## src/rtl/tight_acc_seq.sv

```systemverilog
// tight_acc_seq: command-driven streaming accumulator; reads count 64B lines from base
// and sums the low 64 bits of each returned line, with out-of-order responses.
module tight_acc_seq #(
    parameter int MAX_OUTST = 8
) (
    input  logic         clk,
    input  logic         rst_n,
    input  logic         cmd_val,
    output logic         busy,
    input  logic [5:0]   cmd_opcode,
    input  logic [63:0]  cmd_config_data,
    output logic         resp_val,
    input  logic         resp_rdy,
    output logic [63:0]  resp_data,
    input  logic         mem_req_rdy,
    output logic         mem_req_val,
    output logic [5:0]   mem_req_transid,
    output logic [39:0]  mem_req_addr,
    input  logic         mem_resp_val,
    input  logic [5:0]   mem_resp_transid,
    input  logic [511:0] mem_resp_data
);
    typedef enum logic [1:0] {IDLE, ISSUE, DRAIN, RESP} state_t;
    state_t state_q, state_d;
    logic [39:0] base_q, base_d, ptr_q, ptr_d;
    logic [15:0] count_q, count_d, idx_q, idx_d;
    logic [63:0] sum_q, sum_d, resp_data_q, resp_data_d, pend_q, pend_d;
    logic [6:0]  outst_q, outst_d;
    logic        accept, fire, hit;
    assign busy            = state_q != IDLE;
    assign resp_val        = state_q == RESP;
    assign resp_data       = resp_data_q;
    assign mem_req_val     = state_q == ISSUE && outst_q < 7'(MAX_OUTST);
    assign mem_req_addr    = ptr_q;
    assign mem_req_transid = idx_q[5:0];
    assign accept          = cmd_val && !busy;
    assign fire            = mem_req_val && mem_req_rdy;
    // Responses whose transid is not pending (stray or pre-reset) are dropped here.
    assign hit             = mem_resp_val && pend_q[mem_resp_transid];
    always_comb begin
        state_d     = state_q;
        base_d      = base_q;
        count_d     = count_q;
        resp_data_d = resp_data_q;
        ptr_d       = fire ? ptr_q + 40'd64 : ptr_q;
        idx_d       = fire ? idx_q + 16'd1 : idx_q;
        sum_d       = hit ? sum_q + mem_resp_data[63:0] : sum_q;
        outst_d     = outst_q + 7'(fire) - 7'(hit);
        pend_d      = pend_q;
        if (fire)
            pend_d[mem_req_transid] = 1'b1;
        if (hit)
            pend_d[mem_resp_transid] = 1'b0;
        case (state_q)
            IDLE: if (accept) begin
                state_d     = RESP;
                resp_data_d = cmd_config_data;
                case (cmd_opcode)
                    6'd0: begin
                        base_d      = {cmd_config_data[39:6], 6'b0};
                        resp_data_d = {24'b0, cmd_config_data[39:6], 6'b0};
                    end
                    6'd1: begin
                        count_d     = cmd_config_data[15:0];
                        resp_data_d = {48'b0, cmd_config_data[15:0]};
                    end
                    6'd2: begin
                        sum_d       = '0;
                        idx_d       = '0;
                        ptr_d       = base_q;
                        resp_data_d = '0;
                        state_d     = count_q == 16'd0 ? RESP : ISSUE;
                    end
                    6'd3: resp_data_d = sum_q;
                    default: ;
                endcase
            end
            ISSUE: state_d = fire && idx_q == count_q - 16'd1 ? DRAIN : ISSUE;
            DRAIN: if (outst_q == 7'd0) begin
                state_d     = RESP;
                resp_data_d = sum_q;
            end
            RESP: state_d = resp_rdy ? IDLE : RESP;
        endcase
    end
    always_ff @(posedge clk or negedge rst_n) begin
        if (!rst_n) begin
            state_q     <= IDLE;
            base_q      <= '0;
            count_q     <= '0;
            ptr_q       <= '0;
            idx_q       <= '0;
            sum_q       <= '0;
            resp_data_q <= '0;
            pend_q      <= '0;
            outst_q     <= '0;
        end else begin
            state_q     <= state_d;
            base_q      <= base_d;
            count_q     <= count_d;
            ptr_q       <= ptr_d;
            idx_q       <= idx_d;
            sum_q       <= sum_d;
            resp_data_q <= resp_data_d;
            pend_q      <= pend_d;
            outst_q     <= outst_d;
        end
    end
endmodule

```

## config.mk

```make
export PLATFORM = sky130hd
export DESIGN_NAME = tight_acc_seq
export DESIGN_NICKNAME = d
export VERILOG_FILES = /design/src/rtl/tight_acc_seq.sv
export SDC_FILE = /design/constraint.sdc
export NUM_CORES = 1
export LEC_CHECK = 0
export BUFFER_PORTS_ARGS = -buffer_cell sky130_fd_sc_hd__buf_2
export CAP_MARGIN = 10
export CORE_AREA = 2 2 277 279
export CTS_BUF_LIST = sky130_fd_sc_hd__clkbuf_4 sky130_fd_sc_hd__clkbuf_8
export DETAILED_ROUTE_END_ITERATION = 12
export DIE_AREA = 0 0 279 281
export PLACE_DENSITY = 0.47
export SYNTH_ARGS = -nofsm -noshare
export SYNTH_HDL_FRONTEND = slang
export SYNTH_SLANG_ARGS = --single-unit
```

## constraint.sdc

```tcl
create_clock -name clk -period 6.1 [get_ports clk]
set_input_delay 0.915 -clock clk [delete_from_list [all_inputs] [get_ports clk]]
set_output_delay 0.915 -clock clk [all_outputs]
set_load 0.02 [all_outputs]
```

==> results.cfg, run 1 <==
[detailed_routing]
num_vias = 15600
viasPerCell = 4.90
ant_nets = 0
wl_um = 63600
wire_per_inst_um = 20.0
first_iter_violations = 993
dr.pass1.iters = 8
drc = 0

[clocking]
post-cts-setup-buffers = 0
ctsResizeCount = 0
cts.sinks = 301
cts-root-buf = clkbuf_8
clk_latency_ns = 0.68
cts_tree = yes
cts_hold_buf = 0
clock_tree.buffer_depth = 3
path_clk_slew_ns = 0.06
cts_buffers = 59
htreeDepth = 2

[power]
ir_drop_v = 0.000242
p_per_area_nw_per_um2 = 465
p_leak_nw = 9.88
total_power_mw = 9.99

[yosys]
synth_top_area_share_pct = 42.0
async_reset_ff_share_pct = 100
synth.distinct_cells = 85
synth_flop_cell = dfrtp_1
ys_ff_latch = 301
syn-cell-area_sq_um = 18000
synth_top_area_cell = dfrtp_1
synthTopCellsByArea = dfrtp_1 (42%), a21oi_1 (7.6%), ha_1 (5.4%), nor2_1 (4.5%), xor2_1 (3.7%)
synthCells = 1941
yosys_warnings = 0
ys_seq_area_share_pct = 42.0
synth_edf_count = 0
syn_avg_cell_area_sq_um = 9.25

[final_layout]
area_growth_pct = 19.7
layout_commonest_cell = dfrtp_1
drive_gt1_share_pct = 21.5
final_util_pct = 28.5
final_area_sq_um = 21500
layout_common_cells = dfrtp_1 (301), a21oi_1 (273), buf_2 (251)
n_fill_cell = 8008
fin_nets = 2832

[floorplan]
die_x_um = 279
initial_utilization_pct = 23.8
fp-row-count = 101
dieHeight_um = 281
die-area_sq_um = 78400
boundaryPins = 707
core_sq_um = 75400

[global_route]
grt_pass1_wl_um = 95700
grt_pass1_vias = 15700
grt_overflow = 0
antenna_found_initial = 11
grt_max_degree = 146
track_usage_pct = 16.0

[place]
io_buffer_count = 252
dpl_cell_area_sq_um = 20100
gp_congestion = 0.891
hpwl_um = 47500

[hold_path]
hold_path_class = in2async

[setup_path]
startpoint_type = primary input
worstSetupEndpointType = register
worst_r2r_endpoint = sum_q[60]$_DFF_PN0_
reg2regPathDepth = 14
slowest_stage = buf_4
crit-reg2reg-launch = sum_q[0]$_DFF_PN0_
path_cells = buf_2 -> nor2b_1 -> a22oi_1 -> nor2_1 -> a21oi_1 -> o311ai_0 -> a22o_1 -> o41a_2 -> buf_4 -> buf_4 -> nand2_1 -> o22ai_1
arrival_ns = 4.88
timing.reg2reg.setup_slack_ns = 1.86
criticalPathCategory = in2reg
worst_ep_required_time_ns = 6.66
cpPeakStageDelay_ns = 0.70
critPathMaxFanout = 54
crit_start = mem_resp_transid[0]
worst_path_most_repeated_cell = buf_4

[outcome]
status = complete, no violations

[timing]
min_period_over_period_pct = 70.9
drv_slew = 0
fmax_mhz = 231
finalCriticalPeriod_ns = 4.33
setup-violations-final = 0
setup-tns-final_ns = 0
worst_pin_slew_ns = 1.15
relSlewSlack_pct = 22.6
finalClockSkew_ns = 0.0459
final_hold_viol_count = 0
rsz0062_at_grt = false

[job]
maxCapViolCount = 0
-- cell usage after synthesis (all sizes together) (5+ instances only) --
library cell    n
mux2           56
xnor2          55
o22ai           6
or3             6
buf            56
mux2i          58
nor3           30
and3b           7
o21bai         12
o31ai           5
a22oi          68
clkbuf         66
o21ai          85
and2            8
a221oi          7
dfrtp         301
nand2         150
ha             78
nor4            8
a21o           47
nand4          25
a31oi          20
nor3b          10
o21a           10
nor2          216
a311oi          5
and3           17
a211oi         17
nand2b         13
inv            35
nor2b          19
nand3          36
xor2           76
a21oi         275
-- per-layer routing --
metal | part of all wire, % | track usage (%) | wire length (um) | vias to the layer above
li1 | - | - | - | 7403
met1 | 43 | 20.1 | 27300 | 7583
met2 | 47 | 26.5 | 29600 | 497
met3 | 6.6 | 3.62 | 4210 | 112
met4 | 3.9 | 6.33 | 2490 | 4
met5 | 0.035 | 0 | 22 | -
-- kinds of logic after synthesis --
group	after synthesis	share of synthesized area, %
AO/OA/AOI/OAI	590	20.2
buffers and inverters	157	3.90
adder cells (fa/ha/maj)	80	5.66
other	1	0.0209
flip-flops	301	42.0
multiplexers	118	7.27
XOR/XNOR	131	6.39
AND/OR/NAND/NOR	563	14.6
-- power by group --
| part | switching, mW | internal (mW) | total, mW |
|---|---|---|---|
| combinational | 2.86 | 1.76 | 4.62 |
| sequential | 0.482 | 2.54 | 3.03 |
| clock | 0.955 | 1.39 | 2.35 |
| total | 4.30 | 5.69 | 9.99 |
-- worst max path at each step --
stage,end,slack (ns),cells past startpoint
6_report,sum_q[22]$_DFF_PN0_,1.77,12
5_1_grt,sum_q[63]$_DFF_PN0_,1.57,14
4_1_cts,sum_q[63]$_DFF_PN0_,1.91,14
3_5_place_dp,sum_q[63]$_DFF_PN0_,1.13,14
3_3_place_gp,sum_q[63]$_DFF_PN0_,1.15,14
2_1_floorplan,outst_q[6]$_DFF_PN0_,1.62,18
-- cell type report --
cell class / count / area, sq um / area share [%]
clock inverters: 19 / 240 / 1.12
clock buffers: 89 / 1120 / 5.24
repair buffers: 273 / 1450 / 6.77
well taps: 978 / 1220 / 5.70
inverters: 35 / 131 / 0.612
multi-input cells: 1488 / 9770 / 45.5
diodes: 2 / 5.00 / 0.0233
flip-flops and latches: 301 / 7530 / 35.1
-- critical path, delay by kind of cell --
kind	cells	cell delay, ns
AOI/OAI and AO/OA	6	1.14
and+or+nand+nor	3	1.00
buffers and inverters	3	1.69
-- registers in the layout (all words and copies together) (netlist names) --
| signal | flops |
|---|---|
| resp_data | 64 |
| mem_req_addr | 34 |
| sum_q | 64 |
| count_q | 16 |
| state_q | 2 |
| outst_q | 7 |
| base_q | 34 |
| idx_q | 16 |
| pend_q | 64 |
-- through the flow --
step | std cells | hold slack (ns) | setup WS (ns)
floorplan | 1946 | 0.444 | 1.62
global placement | 3075 | 0.455 | 1.15
detailed placement | 3075 | 0.462 | 1.13
CTS | 3183 | 0.322 | 1.91
global route | 3184 | 0.356 | 1.57
finish | 3185 | 0.284 | 1.77
Note: power is estimated with default switching activity, not from simulation.
==> run 2: changes to the inputs <==
--- a/config.mk
+++ b/config.mk
@@ -11,7 +11,7 @@
 export CTS_BUF_LIST = sky130_fd_sc_hd__clkbuf_4 sky130_fd_sc_hd__clkbuf_8
 export DETAILED_ROUTE_END_ITERATION = 12
 export DIE_AREA = 0 0 279 281
-export PLACE_DENSITY = 0.47
+export PLACE_DENSITY = 0.49
 export SYNTH_ARGS = -nofsm -noshare
 export SYNTH_HDL_FRONTEND = slang
 export SYNTH_SLANG_ARGS = --single-unit
==> constraint.sdc (replaced) <==
create_clock -name clk -period 3.75 [get_ports clk]
set_input_delay 0.5625 -clock clk [delete_from_list [all_inputs] [get_ports clk]]
set_output_delay 0.5625 -clock clk [all_outputs]
set_load 0.02 [all_outputs]
==> run 2 against run 1 <==
  * Power up 68%
  * Sequential cell count unchanged
  * Register-to-register slack worse by 1.7 ns
  * Critical path type is now reg2reg
  * Final area up 4.4%
  * Core utilization rose by 1.2 points
  * Global-route usage is 0.50 points higher
  * Highest routed layer unchanged
==> results.cfg, run 2 (same netlist as run 1, synthesis figures left out) <==
[power]
p_int_mw = 9.63
total_power_mw = 16.8
comb_power_share_pct = 48.8
p_per_area_nw_per_um2 = 750
ir_drop_v = 0.000322
seqPwrFrac_pct = 29.4
power_switching_share_pct = 42.8
p_leak_nw = 10.4
clkPwrFrac_pct = 21.8
power.switching_mw = 7.19

[setup_path]
startpoint_type = register
crit_path_end = sum_q[47]$_DFF_PN0_
crit_start = sum_q[4]$_DFF_PN0_
critPathMaxFanout = 3
worstSetupEndpointType = register
reg2regPathDepth = 12
worst_r2r_endpoint = sum_q[47]$_DFF_PN0_
timing.reg2reg.setup_slack_ns = 0.14
criticalPathCategory = reg2reg
crit-reg2reg-launch = sum_q[4]$_DFF_PN0_
arrival_ns = 4.21
worst_ep_required_time_ns = 4.34

[clocking]
cts_tree = yes
clock_tree.buffer_depth = 3
cts.sinks = 301
clk_latency_ns = 0.67
path_clk_slew_ns = 0.06
cts-root-buf = clkbuf_8
cts_buffers = 59
htreeDepth = 2

[final_layout]
drive_gt1_share_pct = 25.4
n_fill_cell = 7957
final_area_sq_um = 22400
layout_common_cells = dfrtp_1 (301), a21oi_1 (270), buf_2 (251)
multiInputGateArea_sq_um = 9840
area_growth_pct = 24.9
final_util_pct = 29.7
antenna_cells = 0
final_cells = 3289
fin_nets = 2944
layout_commonest_cell = dfrtp_1
register_area_sq_um = 7530

[place]
hpwl_um = 49700
place_inst = 3185
io_buffer_count = 252
dpl_cell_area_sq_um = 21100
pre_cts_ws_ns = -0.359
gp_congestion = 0.915

[detailed_routing]
viasPerCell = 4.92
wire_per_inst_um = 20.0
num_vias = 16200
wl_um = 65900
dr.pass1.iters = 5
ant_nets = 0
first_iter_violations = 1122
drc = 0

[timing]
final_hold_viol_count = 0
finalCriticalPeriod_ns = 3.61
fin_ws_ns = 0.136
min_period_over_period_pct = 96.4
worst_pin_slew_ns = 0.990
drv_slew = 0
setup-violations-final = 0
relSlewSlack_pct = 33.8
fmax_mhz = 277
finalClockSkew_ns = 0.0256

[floorplan]
die_x_um = 279
dieHeight_um = 281
fp-row-count = 101
boundaryPins = 707
die-area_sq_um = 78400
core_sq_um = 75400
initial_utilization_pct = 23.8

[global_route]
grt_max_degree = 129
grt_pass1_vias = 16100
grt_pass1_wl_um = 98900
track_usage_pct = 16.5
antenna_found_initial = 2
grt_overflow = 0

[outcome]
status = complete, no violations

[hold_path]
hold_path_class = in2reg

[job]
maxCapViolCount = 0
[run 2: metal layers]
metal | track usage, % | wire, um | vias to the layer above
met5 | 0 | 26 | -
met4 | 5.54 | 2040 | 4
met3 | 3.06 | 3570 | 103
met2 | 27.9 | 31500 | 485
met1 | 21.0 | 28700 | 7950
li1 | - | - | 7634
[run 2: worst min path at each step]
stage	startpoint	to	cells past startpoint
CTS	cmd_config_data[36]	base_q[36]$_DFFE_PN0P_	2
global route	cmd_config_data[37]	base_q[37]$_DFFE_PN0P_	2
detailed placement	base_q[32]$_DFFE_PN0P_	mem_req_addr[32]$_DFF_PN0_	2
floorplan	rst_n	base_q[10]$_DFFE_PN0P_	0
global placement	base_q[32]$_DFFE_PN0P_	mem_req_addr[32]$_DFF_PN0_	2
finish	cmd_config_data[37]	base_q[37]$_DFFE_PN0P_	2
[run 2: worst max-delay path: stages, from the launching register on]
cell and delay [ns]:
dfrtp_1 0.41, ha_1 0.32, a21o_1 0.20, o21bai_1 0.21, o211ai_1 0.43, o21ai_1 0.16
a221o_1 0.43, a311oi_2 0.40, o211ai_1 0.27, a41oi_1 0.32, xnor2_1 0.16, mux2i_1 0.10
nor2_1 0.14
[run 2: metrics by stage]
| stage | TNS (ns) | hold WS, ns |
|---|---|---|
| finish | 0 | 0.160 |
| global route | -0.00351 | 0.0976 |
| CTS | 0 | 0.0930 |
| detailed placement | -3.07 | 0.461 |
| global placement | -2.43 | 0.454 |
| floorplan | -0.127 | 0.267 |
[run 2: power by group through the flow]
stage               clock network (mW)  logic [mW]  registers [mW]
finish                            3.67        8.21            4.94
global route                      3.97        9.06            5.07
detailed placement                   0        8.16            4.99
CTS                               3.81        8.22            4.95
global placement                     0        8.06            4.97
floorplan                            0        5.11            5.12
[run 2: area by class of cell]
class | instances | area share, %
repair buffers | 385 | 10.7
well taps | 978 | 5.46
clock buffers | 93 | 5.32
clock inverters | 9 | 0.463
flip-flops and latches | 301 | 33.6
inverters | 35 | 0.586
multi-input cells | 1488 | 43.9
[run 2: timing repair]
action / 4_1_cts / 5_1_grt
pin swaps: 0 / 7
resized for setup: 1 / 6
buffers inserted: 0 / 1
hold endpoints to repair: 71 / 0
endpoints found under the setup margin: 1 / 10
hold buffers: 1 / 0
